### config.mk
export PLATFORM = sky130hd
export DESIGN_NAME = uart_tx_arb_flat
export DESIGN_NICKNAME = d
export VERILOG_FILES = /design/src/rtl/uart_tx_arb_if.sv /design/src/rtl/uart_tx_arb.sv /design/src/flat_wrapper.sv
export SDC_FILE = /design/constraint.sdc
export NUM_CORES = 1
export LEC_CHECK = 0
export CAP_MARGIN = 10
export CORE_UTILIZATION = 40
export CTS_BUF_LIST = sky130_fd_sc_hd__clkbuf_2
export DETAILED_ROUTE_END_ITERATION = 10
export PLACE_DENSITY = 0.74
export SETUP_SLACK_MARGIN = 0.05
export SYNTH_ARGS = -nofsm -noshare
export SYNTH_HDL_FRONTEND = slang
export SYNTH_SLANG_ARGS = --single-unit
### constraint.sdc
create_clock -name i_clk -period 3.8 [get_ports i_clk]
set_input_delay 0.95 -clock i_clk [delete_from_list [all_inputs] [get_ports i_clk]]
set_output_delay 0.95 -clock i_clk [all_outputs]
set_load 0.1 [all_outputs]
### src/rtl/uart_tx_arb_if.sv
// uart_tx_arb_if: requester handshake and serial-line bundle for uart_tx_arb.
// The master modport is the requester/line-watcher side. The slave modport is the scheduler.
interface uart_tx_arb_if #(
  parameter int unsigned DATA_BITS = 8
);
  logic [1:0]           i_valid;
  logic [DATA_BITS-1:0] i_data0;
  logic [DATA_BITS-1:0] i_data1;
  logic [1:0]           o_ready;
  logic                 o_tx;
  logic                 o_busy;
  logic                 o_src;
  logic                 o_done;

  modport master (
    output i_valid, i_data0, i_data1,
    input  o_ready, o_tx, o_busy, o_src, o_done
  );

  modport slave (
    input  i_valid, i_data0, i_data1,
    output o_ready, o_tx, o_busy, o_src, o_done
  );
endinterface

### src/rtl/uart_tx_arb.sv
// uart_tx_arb: two-requester round-robin UART transmit scheduler.
// Each frame is a start bit, then DATA_BITS data bits sent LSB first, then a stop bit.
// Define UART_TX_PARITY_EN to add an even-parity bit after the data bits.
module uart_tx_arb #(
  parameter int unsigned CLKS_PER_BIT = 25,
  parameter int unsigned DATA_BITS    = 8
) (
  input  logic           i_clk,
  input  logic           i_rst_n,
  uart_tx_arb_if.slave   bus
);
  localparam int unsigned CW = $clog2(CLKS_PER_BIT);
  localparam int unsigned BW = $clog2(DATA_BITS + 1);
  localparam logic [CW-1:0] CNT_PRE  = CW'(CLKS_PER_BIT - 2);
  localparam logic [BW-1:0] BIT_LAST = BW'(DATA_BITS - 1);

  typedef enum logic [2:0] {
    IDLE,
    START,
    DATA,
`ifdef UART_TX_PARITY_EN
    PARITY,
`endif
    STOP
  } state_t;

  state_t               state, state_nx;
  logic [CW-1:0]        cnt, cnt_nx;
  logic                 tick, tick_nx;
  logic [BW-1:0]        bitcnt, bitcnt_nx;
  logic [DATA_BITS-1:0] shift, shift_nx;
  logic                 src, src_nx;
  logic                 tx, tx_nx;
  logic                 grant;
  logic                 accept;
  logic [1:0]           ready;
`ifdef UART_TX_PARITY_EN
  logic                 par, par_nx;
`endif

  // State and datapath registers; reset drives the line idle-high immediately.
  always_ff @(posedge i_clk or negedge i_rst_n) begin
    if (!i_rst_n) begin
      state  <= IDLE;
      cnt    <= '0;
      tick   <= 1'b0;
      bitcnt <= '0;
      shift  <= '0;
      src    <= 1'b1;
      tx     <= 1'b1;
`ifdef UART_TX_PARITY_EN
      par    <= 1'b0;
`endif
    end else begin
      state  <= state_nx;
      cnt    <= cnt_nx;
      tick   <= tick_nx;
      bitcnt <= bitcnt_nx;
      shift  <= shift_nx;
      src    <= src_nx;
      tx     <= tx_nx;
`ifdef UART_TX_PARITY_EN
      par    <= par_nx;
`endif
    end
  end

  // Round-robin grant. o_src holds the last winner, so it also serves as the fairness pointer.
  always_comb begin
    grant = 1'b0;
    case (bus.i_valid)
      2'b01:   grant = 1'b0;
      2'b10:   grant = 1'b1;
      2'b11:   grant = ~src;
      default: grant = 1'b0;
    endcase
    ready = '0;
    if (state == IDLE && bus.i_valid != 2'b00) ready[grant] = 1'b1;
    accept = |(ready & bus.i_valid);
  end

  // Next-state and datapath update.
  // tick is registered one count early, so it is high on the last cycle of each bit period.
  always_comb begin
    state_nx  = state;
    cnt_nx    = cnt;
    tick_nx   = 1'b0;
    bitcnt_nx = bitcnt;
    shift_nx  = shift;
    src_nx    = src;
`ifdef UART_TX_PARITY_EN
    par_nx    = par;
`endif
    if (state == IDLE) begin
      cnt_nx    = '0;
      bitcnt_nx = '0;
      if (accept) begin
        state_nx = START;
        src_nx   = grant;
        shift_nx = grant ? bus.i_data1 : bus.i_data0;
`ifdef UART_TX_PARITY_EN
        par_nx   = ^shift_nx;
`endif
      end
    end else begin
      cnt_nx  = tick ? '0 : cnt + 1'b1;
      tick_nx = (cnt == CNT_PRE);
      if (tick) begin
        case (state)
          START: state_nx = DATA;
          DATA: begin
            shift_nx  = shift >> 1;
            bitcnt_nx = bitcnt + 1'b1;
            if (bitcnt == BIT_LAST) begin
`ifdef UART_TX_PARITY_EN
              state_nx = PARITY;
`else
              state_nx = STOP;
`endif
            end
          end
`ifdef UART_TX_PARITY_EN
          PARITY:  state_nx = STOP;
`endif
          STOP:    state_nx = IDLE;
          default: state_nx = IDLE;
        endcase
      end
    end
    // The line level is computed from the next state, so the registered o_tx changes together with state.
    case (state_nx)
      START:   tx_nx = 1'b0;
      DATA:    tx_nx = shift_nx[0];
`ifdef UART_TX_PARITY_EN
      PARITY:  tx_nx = par_nx;
`endif
      default: tx_nx = 1'b1;
    endcase
  end

  // Output decode.
  always_comb begin
    bus.o_ready = ready;
    bus.o_tx    = tx;
    bus.o_busy  = (state != IDLE);
    bus.o_src   = src;
    bus.o_done  = (state == STOP) && tick;
  end
endmodule

### src/flat_wrapper.sv
// flat-port wrapper written by rule: the top's interface ports become plain ports
module uart_tx_arb_flat 
#(
  parameter int unsigned CLKS_PER_BIT = 25,
  parameter int unsigned DATA_BITS    = 8
)
  (i_clk, i_rst_n, bus_i_valid, bus_i_data0, bus_i_data1, bus_o_ready, bus_o_tx, bus_o_busy, bus_o_src, bus_o_done);
  uart_tx_arb_if #(.DATA_BITS(DATA_BITS)) bus_i ();
  input  logic i_clk;
  input  logic i_rst_n;
  input wire logic [$bits(bus_i.i_valid)-1:0] bus_i_valid;
  input wire logic [$bits(bus_i.i_data0)-1:0] bus_i_data0;
  input wire logic [$bits(bus_i.i_data1)-1:0] bus_i_data1;
  output wire logic [$bits(bus_i.o_ready)-1:0] bus_o_ready;
  output wire logic [$bits(bus_i.o_tx)-1:0] bus_o_tx;
  output wire logic [$bits(bus_i.o_busy)-1:0] bus_o_busy;
  output wire logic [$bits(bus_i.o_src)-1:0] bus_o_src;
  output wire logic [$bits(bus_i.o_done)-1:0] bus_o_done;
  assign bus_i.i_valid = bus_i_valid;
  assign bus_i.i_data0 = bus_i_data0;
  assign bus_i.i_data1 = bus_i_data1;
  assign bus_o_ready = bus_i.o_ready;
  assign bus_o_tx = bus_i.o_tx;
  assign bus_o_busy = bus_i.o_busy;
  assign bus_o_src = bus_i.o_src;
  assign bus_o_done = bus_i.o_done;
  uart_tx_arb #(.CLKS_PER_BIT(CLKS_PER_BIT), .DATA_BITS(DATA_BITS)) u_core (.i_clk(i_clk), .i_rst_n(i_rst_n), .bus(bus_i));
endmodule
---- Word-level counts from Yosys, hierarchy flattened ----
Cells that the tools add are included.
word-level totals
  bits in registers ....................... 23
operators by class
  add/sub/neg operators ................... 2
  order comparisons ....................... 2
  equality and inequality tests ........... 10
  multiplexer cells ....................... 21
  bitwise logic cells ..................... 2
  reductions and logical operators ........ 12
operators by type and width
  cell                   number
  $mux W8                5
  $mux W3                4
  $mux W4                3
  $mux W5                2
  $eq A3 B2 Y1 const B   3
  $eq A3 B1 Y1 const B   2
  $pmux W3 S2            1
  $reduce_bool A2 Y1     3
  $add A5 B1 Y5 const B  1
  $eq A5 B5 Y1 const B   1
  $add A4 B1 Y4 const B  1
  $eq A2 B2 Y1 const B   2
  $eq A4 B3 Y1 const B   1
  $pmux W1 S2            2
  $reduce_and A2 Y1      2
  $logic_and A1 B1 Y1    3
  $logic_not A3 Y1       1
  $reduce_and A3 Y1      1
  $reduce_bool A3 Y1     1
  $and A2 B2 Y2          1
  $lt A1 B2 Y1 const B   1
  $mux W1                2
  $mux W2                1
  $ne A2 B1 Y1 const B   1
  other kinds (4)        4

---- Longest topological paths before layout ----
Gate-level depths: netlist of the first run.
  word-level depth ........................ 13
  mapped depth ............................ 5
  mapped depth without buffers ............ 5

---- Least setup slack after synthesis of the first run ----
OpenSTA, ideal clock, no wires.
  path kind ............................... input to output
  start point ............................. in bus_i_valid[1]
  end point ............................... out bus_o_ready[1]
  data arrival time ....................... 2678 ps
  required time ........................... 2850 ps
  path slack .............................. 172 ps
  stages .................................. 3
  cells stage by stage .................... a21bo_2 -> clkbuf_1 -> nor2_1
between the ends
  cells in the longest elaborated chain, start to end .. 7
  elaborated cells between the ends (all ways) .. 11
  classes of those cells .................. 2 x order compare; 2 x eq/ne; 4 x mux; 3 x reduce/logical
ends and longest elaborated chain
  what                                                                RTL line            text
  from (decl)                                                         flat_wrapper.sv:11  input wire logic [$bits(bus_i.i_valid)-1:0] bus_i_valid;
  $eq A2 B2 Y1                                                        uart_tx_arb.sv:71   case (bus.i_valid)
  $pmux W1 S2                                                         uart_tx_arb.sv:71
  $lt A1 B2 Y1 (not written as such) or $ge A1 B1 Y1 (tied branches)  uart_tx_arb.sv:78   if (state == IDLE && bus.i_valid != 2'b00) ready[grant] = 1'b1;
  $logic_and A1 B1 Y1 (not written as such)                           uart_tx_arb.sv:78
  $mux W1 (not written as such)                                       uart_tx_arb.sv:78
  $demux W1 S1                                                        -
  $mux W2 *                                                           uart_tx_arb.sv:78
  to (decl)                                                           flat_wrapper.sv:14  output wire logic [$bits(bus_i.o_ready)-1:0] bus_o_ready;
Every way passes the cells marked *; elsewhere a longest branch is shown, timed or not.

---- Worst setup path in the final report of the first run ----
Ends and elaborated chain as after synthesis.

==> impl_results.rst, run 1 <==
.. list-table::
   :header-rows: 1

   * - Metric
     - Value
   * - Fraction of final layout cells with drive strength greater than 1
     - around 14%
   * - Critical-path cell with the highest stage delay
     - clkdlybuf4s50_1
   * - Run status
     - finished clean
   * - Largest delay share family, worst path
     - buffers and inverters
   * - Clock network fraction of total power
     - a little over a quarter
   * - Proportion of register bits with asynchronous set or reset after synthesis
     - 100%
   * - Proportion of power drawn by flip-flops and latches
     - 64.6%
   * - Net switching share of the total power
     - between 20% and 30%
   * - Number of nets in the final layout
     - 159
   * - Number of failing hold endpoints at the final stage
     - 0
   * - Worst Setup Path Type
     - primary input to primary output
   * - Number of register bits inferred by synthesis
     - 23
   * - Maxcap violations
     - 0
   * - Maximum vdd drop
     - roughly 0.00016 V
   * - Initial DRT Pass Iterations
     - 4
   * - Worst path buffer plus inverter count
     - 2
   * - Remaining global-route overflow
     - 0
   * - Number of failing setup endpoints in the final timing report
     - 0
   * - Worst Setup Slack, final
     - 585 ps
   * - Leak
     - 0.653 nW
   * - Fraction of the cycle the final worst path needs
     - a little over four fifths
   * - WP data required
     - about 2900 ps
   * - DIE AREA
     - 0.00307 mm^2
   * - Routability congestion estimate from global placement
     - ~0.76
   * - Drt via density
     - 5.32
   * - Cell row count
     - 19
   * - Aggregate global-route resource usage
     - between 10% and 20%
   * - Proportion of synthesized area in mux cells
     - ~5.3%
   * - Series of cell instances along the critical path
     - clkdlybuf4s50_1 > a21bo_2 > nor2_1 > buf_12
   * - Count of cell instances traversed by the critical path
     - 4
   * - Worst Clk Skew
     - around 2.8 ps
   * - Endpoint class of the critical path
     - primary output
   * - Antenna cells
     - 0
   * - End point of the critical path
     - bus_o_ready[1]
   * - Post-Syn Area per Cell
     - roughly 11 um^2
   * - Top_reg_cell synth
     - dfrtp_1
   * - Worst min-delay path class
     - flop to flop
   * - Number of design rule violations left after detail routing
     - 0
   * - Clk slew on worst S/H paths
     - 220 ps
   * - Initial antenna violation count
     - 0
   * - Unrepaired setup endpoints after global routing
     - no
   * - Fraction of the core area covered by cells at the end of the flow
     - ~54%
   * - Gate count after technology mapping
     - 108
   * - Count of port buffers added during placement
     - 25
   * - Initial DRC Count
     - 51
   * - Global-route wire length before repair
     - 3600 um
   * - Residual antenna-violating net count after detailed routing
     - 0
   * - Setup fix buffers added after clock tree synthesis
     - 0
   * - Launching element type of the critical path
     - primary input
   * - Initial cell density of the core
     - approximately two fifths
   * - Post-synthesis share of cell area spent on xor and xnor gates
     - under 10%
   * - PnR Total Power
     - between 300 and 400 uW
   * - Clock latency on the worst-skew pair
     - 340 ps
   * - Least-Margin Pin Slew
     - between 1000 and 1500 ps
   * - Core area
     - roughly 0.0027 mm^2
   * - Via Count
     - ~900
   * - Layout-stage area growth over the synthesis result
     - 28.4%
   * - Relative contribution of combinational cells to total power
     - under 10%
   * - Die Span Y
     - about 55 um
   * - Compound-gate portion of the synthesized area
     - 15.5%
   * - TritonCTS clock tree
     - yes
   * - Post-Syn Nets
     - 130
   * - Simple-gate share of the synthesized area
     - a little under a fifth
   * - Number of flops mapped to enable cells by yosys
     - 0
   * - Fin Hold WS
     - 477 ps
   * - Pin count of the biggest net entering global routing
     - 24
   * - Part of the Yosys area used for sequential elements
     - between 50% and 60%
   * - Number of slew-limit violations in the final report
     - 0
   * - Source of the worst register-to-register timing path
     - u_core.state[1]
   * - Net switching power of the design
     - between 80 and 90 uW
   * - Power density over cell area
     - between 200 and 300 mW/mm^2
   * - Worst setup startpoint
     - bus_i_valid[1]
   * - Count of hold-fix buffers inserted at cts
     - 0
   * - Yosys Warn Count
     - 0
   * - X dimension of the die
     - between 50 and 60 um
   * - Clock tree buffer depth
     - 2
   * - Clock sink count
     - 23
   * - Main combinational cell family by area after synthesis
     - simple AND/OR/NAND/NOR gates
   * - Cell count of the worst reg-to-reg path
     - 4
   * - Total standard cell area after synthesis
     - 0.00114 mm^2
   * - Sum of negative setup slack
     - 0 ps
   * - TritonCTS buffer count
     - 3
   * - Headroom to the max-slew limit
     - a little under a third
   * - Post-route minimum period
     - 3220 ps
   * - Count of cell types in the netlist
     - 38
   * - Timing-limited maximum frequency
     - between 300 and 400 MHz
   * - Internal Pwr Total
     - about 290 uW
   * - Reg-to-reg endpoint
     - u_core.bus.o_tx
   * - DP HPWL
     - around 1600 um
   * - Clock root cell
     - clkbuf_2
   * - Top-Level Pins
     - 26
   * - Worst setup slack for register-to-register paths
     - ~2100 ps
   * - Via count of the first global-routing pass
     - about 840
   * - Highest net fanout along the worst path
     - 9
   * - Maximum single-stage delay on the critical path
     - between 500 and 600 ps
   * - CTS H-Tree Depth
     - 1
   * - Routed length per placed instance
     - 12.9 um
   * - Adder and majority gate portion of the synthesized area
     - under 10%
   * - WP data arrival
     - about 2300 ps
   * - Pre-CTS setup slack
     - 583 ps
   * - Number of gates resized after cts
     - 0
   * - Routed wire length
     - ~2200 um
-- cell families (layout without fill, tap and decap cells) --
group | Yosys count | count (layout)
xor+xnor | 6 | 6
mux | 6 | 6
flops | 23 | 23
simple gates | 38 | 38
compound gates | 25 | 25
fa+ha+maj | 2 | 2
buf+inv | 8 | 36
-- stage by stage --
step,instances,instance area [um^2]
after global placement,163,1440
after floorplan,108,1140
after detailed placement,163,1440
after CTS,167,1470
after global routing,167,1470
final,167,1470
-- cells in the mapped netlist, drive strengths merged (3+ instances only) --
cell | number | area [um^2]
nor2 | 11 | 41.3
and2 | 3 | 18.8
nand2 | 5 | 18.8
dfrtp | 21 | 526
a21oi | 4 | 20.0
nor2b | 4 | 25.0
nand2b | 3 | 18.8
a22oi | 4 | 30.0
nand3 | 3 | 15.0
xor2 | 4 | 35.0
mux2i | 6 | 60.1
inv | 5 | 18.8
o21ai | 5 | 25.0
-- layout by cell type (no fill, tap or decap), drive strengths merged, types with 2 or more instances in the layout --
cell,instances
nand3,3
ha,2
and2,3
inv,5
xor2,4
dfrtp,21
xnor2,2
nand2b,3
nand4,2
dfstp,2
o21ai,5
nor2,11
mux2i,6
a22oi,4
clkbuf,3
a21oi,4
nor3,2
clkdlybuf4s50,19
nor2b,4
nand2,5
buf,8
a211oi,2
-- sequential cells by signal, summed over array words and instances (netlist names) --
signal and flops:
u_core.bitcnt 4, u_core.bus.o_tx 1, u_core.bus.o_src 1, u_core.shift 8, u_core.cnt 5, u_core.state 3
u_core.tick 1
-- layer usage --
layer / vias to the layer above / wire (um) / track usage, %
met5: - / 0 / 0
met4: 0 / 17 / 7.86
met3: 2 / 111 / 2.81
met2: 26 / 1040 / 25.0
met1: 416 / 993 / 18.9
li1: 445 / - / -
-- worst register-to-register path: cells and delay by family, from the launching register on --
kind               cells  cell delay (ps)
DFF                    1              520
AOI/OAI and AO/OA      2              560
and+or+nand+nor        2              610
-- power by group through the flow --
stage,Sequential (mW),Combinational (mW),Clock [mW]
final,0.245,0.0334,0.101
after global routing,0.246,0.0366,0.119
after CTS,0.245,0.0341,0.107
after detailed placement,0.249,0.0337,0
after global placement,0.249,0.0330,0
after floorplan,0.249,0.00765,0
-- how the worst min path moves through the flow --
| stage | from | end | slack [ps] | depth (start not counted) |
|---|---|---|---|---|
| after floorplan | u_core.cnt[0] | u_core.cnt[0] | 430 | 1 |
| after global placement | u_core.cnt[0] | u_core.cnt[0] | 440 | 1 |
| after detailed placement | u_core.cnt[0] | u_core.cnt[0] | 460 | 1 |
| after CTS | u_core.cnt[0] | u_core.cnt[0] | 490 | 1 |
| after global routing | u_core.cnt[0] | u_core.cnt[0] | 500 | 1 |
| final | u_core.cnt[0] | u_core.cnt[0] | 480 | 1 |
-- final cells by class --
class	count	area, um^2
sequential	23	578
fill	255	1270
inverter	5	18.8
tap	31	38.8
timing repair buffer	27	275
clock buffer	3	15.0
multi-input combinational	77	532
clock inverter	1	7.51
Power figures use the tool's default switching activity.
==> inputs of run 2 (changes only) <==
--- a/config.mk
+++ b/config.mk
@@ -9,7 +9,7 @@
 export CORE_UTILIZATION = 40
 export CTS_BUF_LIST = sky130_fd_sc_hd__clkbuf_2
 export DETAILED_ROUTE_END_ITERATION = 10
-export PLACE_DENSITY = 0.74
+export PLACE_DENSITY = 0.77
 export SETUP_SLACK_MARGIN = 0.05
 export SYNTH_ARGS = -nofsm -noshare
 export SYNTH_HDL_FRONTEND = slang
==> constraint.sdc (replaced) <==
create_clock -name i_clk -period 2.8 [get_ports i_clk]
set_input_delay 0.7 -clock i_clk [delete_from_list [all_inputs] [get_ports i_clk]]
set_output_delay 0.7 -clock i_clk [all_outputs]
set_load 0.1 [all_outputs]
==> impl_results.rst, run 2 (synthesis results as in run 1) <==
.. list-table::
   :header-rows: 1

   * - Metric
     - Value
   * - Worst min-delay path class
     - flop to flop
   * - Critical-path cell with the highest stage delay
     - clkdlybuf4s50_1
   * - Cell total after placement
     - 167 (+2.5%)
   * - Endpoint class of the critical path
     - primary output
   * - Drt via density
     - 5.36 (+0.74%)
   * - Least-Margin Pin Slew
     - 407 ps (-610 ps)
   * - Count of port buffers added during placement
     - 25 (unchanged)
   * - Fin Hold WS
     - 484 ps (+6.76 ps)
   * - Fill count
     - 246 (-3.5%)
   * - Fraction of final layout cells with drive strength greater than 1
     - 17.9% (+3.9 points)
   * - Worst setup slack for register-to-register paths
     - 1110 ps (-970 ps)
   * - Highest net fanout along the worst path
     - 5 (-4)
   * - Sum of negative setup slack
     - 0 ps (unchanged)
   * - Fraction of the core area covered by cells at the end of the flow
     - 54.8% (+1.2 points)
   * - Number of design rule violations left after detail routing
     - 0 (unchanged)
   * - Area used by sequential logic in the layout
     - 578 um^2 (unchanged)
   * - Aggregate global-route resource usage
     - 15.8% (+0.66 points)
   * - Number of gates resized after cts
     - 0 (unchanged)
   * - Launching element type of the critical path
     - primary input
   * - Layout-stage area growth over the synthesis result
     - 31.3%
   * - End point of the critical path
     - bus_o_ready[0]
   * - Reg-to-reg endpoint
     - u_core.bus.o_tx
   * - Routed length per placed instance
     - 13.3 um (+2.5%)
   * - Unrepaired setup endpoints after global routing
     - no
   * - Global-route met3 utilization
     - 3.28% (+0.47 points)
   * - Worst Clk Skew
     - 19.7 ps (+16.9 ps)
   * - Global-route wire length before repair
     - 3950 um (+9.8%)
   * - Cell row count
     - 19 (unchanged)
   * - Number of nets in the final layout
     - 163 (+2.5%)
   * - Maximum single-stage delay on the critical path
     - 520 ps (about the same)
   * - Via Count
     - 917 (+3.1%)
   * - Highest-count cells in the layout ignoring fill and taps
     - dfrtp_1, clkdlybuf4s50_1, buf_4
   * - Global-route met2 utilization
     - 28.1% (+3.1 points)
   * - Most Crowded Layer GR
     - met2
   * - Post-route minimum period
     - about 2600 ps
   * - Most common library cell in the layout ignoring fill and taps
     - dfrtp_1
   * - Pin count of the biggest net entering global routing
     - 24 (unchanged)
   * - TritonCTS clock tree
     - yes
   * - Finished layout cell area
     - 0.00150 mm^2 (+2.2%)
   * - Antenna cells
     - 0 (unchanged)
   * - Fraction of the cycle the final worst path needs
     - between 90% and 100%
   * - Worst setup startpoint
     - bus_i_valid[1]
   * - Leading registers by flop count
     - u_core.shift x8, u_core.cnt x5, u_core.bitcnt x4
   * - TritonCTS buffer count
     - 3 (unchanged)
   * - Top-Level Pins
     - 26 (unchanged)
   * - Clock tree buffer depth
     - 2 (unchanged)
   * - Count of cell instances traversed by the critical path
     - 4 (unchanged)
   * - Clock sink count
     - 23 (unchanged)
   * - Die Span Y
     - 55.4 um (unchanged)
   * - X dimension of the die
     - 55.4 um (unchanged)
   * - Multi-input gate area in the final layout
     - 537 um^2 (+0.94%)
   * - Headroom to the max-slew limit
     - 72.6% (+41 points)
   * - Routed wire length
     - 2270 um (+5.0%)
   * - Power density over cell area
     - 345 mW/mm^2 (+33%)
   * - Count of hold-fix buffers inserted at cts
     - 0 (unchanged)
   * - Setup fix buffers added after clock tree synthesis
     - 0 (unchanged)
   * - Clk slew on worst S/H paths
     - 190 ps (-30 ps)
   * - Post-route insts no fill
     - 171 (+2.4%)
   * - Initial antenna violation count
     - 0 (unchanged)
   * - WP data required
     - 2100 ps (-750 ps)
   * - Met1 demand-to-capacity share in global routing
     - 19.9% (+0.95 points)
   * - Maxcap violations
     - 0 (unchanged)
   * - Routability congestion estimate from global placement
     - 0.784 (+2.5%)
   * - CTS H-Tree Depth
     - 1 (unchanged)
   * - Initial DRC Count
     - 12 (-76%)
   * - Post-DP Area
     - 0.00148 mm^2 (+2.4%)
   * - Largest delay share family, worst path
     - buffers and inverters
   * - Number of failing hold endpoints at the final stage
     - 0 (unchanged)
   * - Core area
     - 0.00273 mm^2 (unchanged)
   * - Maximum vdd drop
     - 0.000250 V (+56%)
   * - Worst path buffer plus inverter count
     - 2 (unchanged)
   * - Residual antenna-violating net count after detailed routing
     - 0 (unchanged)
   * - Series of cell instances along the critical path
     - clkdlybuf4s50_1 > a21boi_0 > nor2_2 > buf_12
   * - Timing-limited maximum frequency
     - between 300 and 400 MHz
   * - Source of the worst register-to-register timing path
     - u_core.state[0]
   * - Leak
     - 0.675 nW (+3.4%)
   * - DIE AREA
     - 0.00307 mm^2 (unchanged)
   * - Cell count of the worst reg-to-reg path
     - 4 (unchanged)
   * - DP HPWL
     - 1800 um (+10%)
   * - Register with the most flip-flops
     - u_core.shift
   * - WP data arrival
     - 1890 ps (-380 ps)
   * - Via count of the first global-routing pass
     - 946 (+12%)
   * - Number of failing setup endpoints in the final timing report
     - 0 (unchanged)
   * - Run status
     - finished clean
   * - Number of slew-limit violations in the final report
     - 0 (unchanged)
   * - Clock root cell
     - clkbuf_2
   * - Remaining global-route overflow
     - 0 (unchanged)
   * - Clock latency on the worst-skew pair
     - 340 ps (about the same)
   * - Number of flip-flops in the largest register
     - 8 (unchanged)
   * - Initial DRT Pass Iterations
     - 4 (unchanged)
   * - Initial cell density of the core
     - 41.7% (unchanged)
   * - Worst Setup Path Type
     - primary input to primary output
run 2: cell count changes in the layout (fill, tap and decap cells not counted):
cell        change
nor2_2          +2
nor2_1          -2
clkbuf_2        +1
clkinvlp_4      -1
buf_4           +4
run 2: how the worst min path moves through the flow:
| stage | cells past startpoint | end | startpoint | slack, ps |
|---|---|---|---|---|
| after floorplan | 0 | u_core.bitcnt[0] | i_rst_n | 400 |
| after global placement | 1 | u_core.cnt[0] | u_core.cnt[0] | 450 |
| after detailed placement | 1 | u_core.cnt[0] | u_core.cnt[0] | 460 |
| after CTS | 1 | u_core.cnt[0] | u_core.cnt[0] | 480 |
| after global routing | 1 | u_core.cnt[0] | u_core.cnt[0] | 510 |
| final | 1 | u_core.cnt[0] | u_core.cnt[0] | 480 |
run 2: routing by layer:
layer	routed length, um	share of wire, %
met5	0	0
met4	19	0.84
met3	97	4.3
met2	1130	50
met1	1020	45
run 2: stage by stage:
step	total power, mW	worst slack (ps)
floorplan	0.349	35.3
global placement	0.386	296
detailed placement	0.388	204
CTS	0.521	188
global route	0.536	136
finish	0.517	215
run 2: worst register-to-register path: stages, from the launching register on:
cell and delay, ps:
dfrtp_1 510, and4bb_2 500, nand4_1 200, a311o_1 350
o31a_1 100
run 2: area by class of cell:
type                            count  area share [%]
Timing Repair Buffer               31            20.4
Inverter                            5            1.25
Tap cell                           31            2.59
Multi-Input combinational cell     77            35.8
Sequential cell                    23            38.6
Clock buffer                        4            1.34
run 2: power by group:
part | internal [mW] | switching (mW)
clock network | 0.0378 | 0.0978
logic | 0.0314 | 0.0169
registers | 0.333 | 0
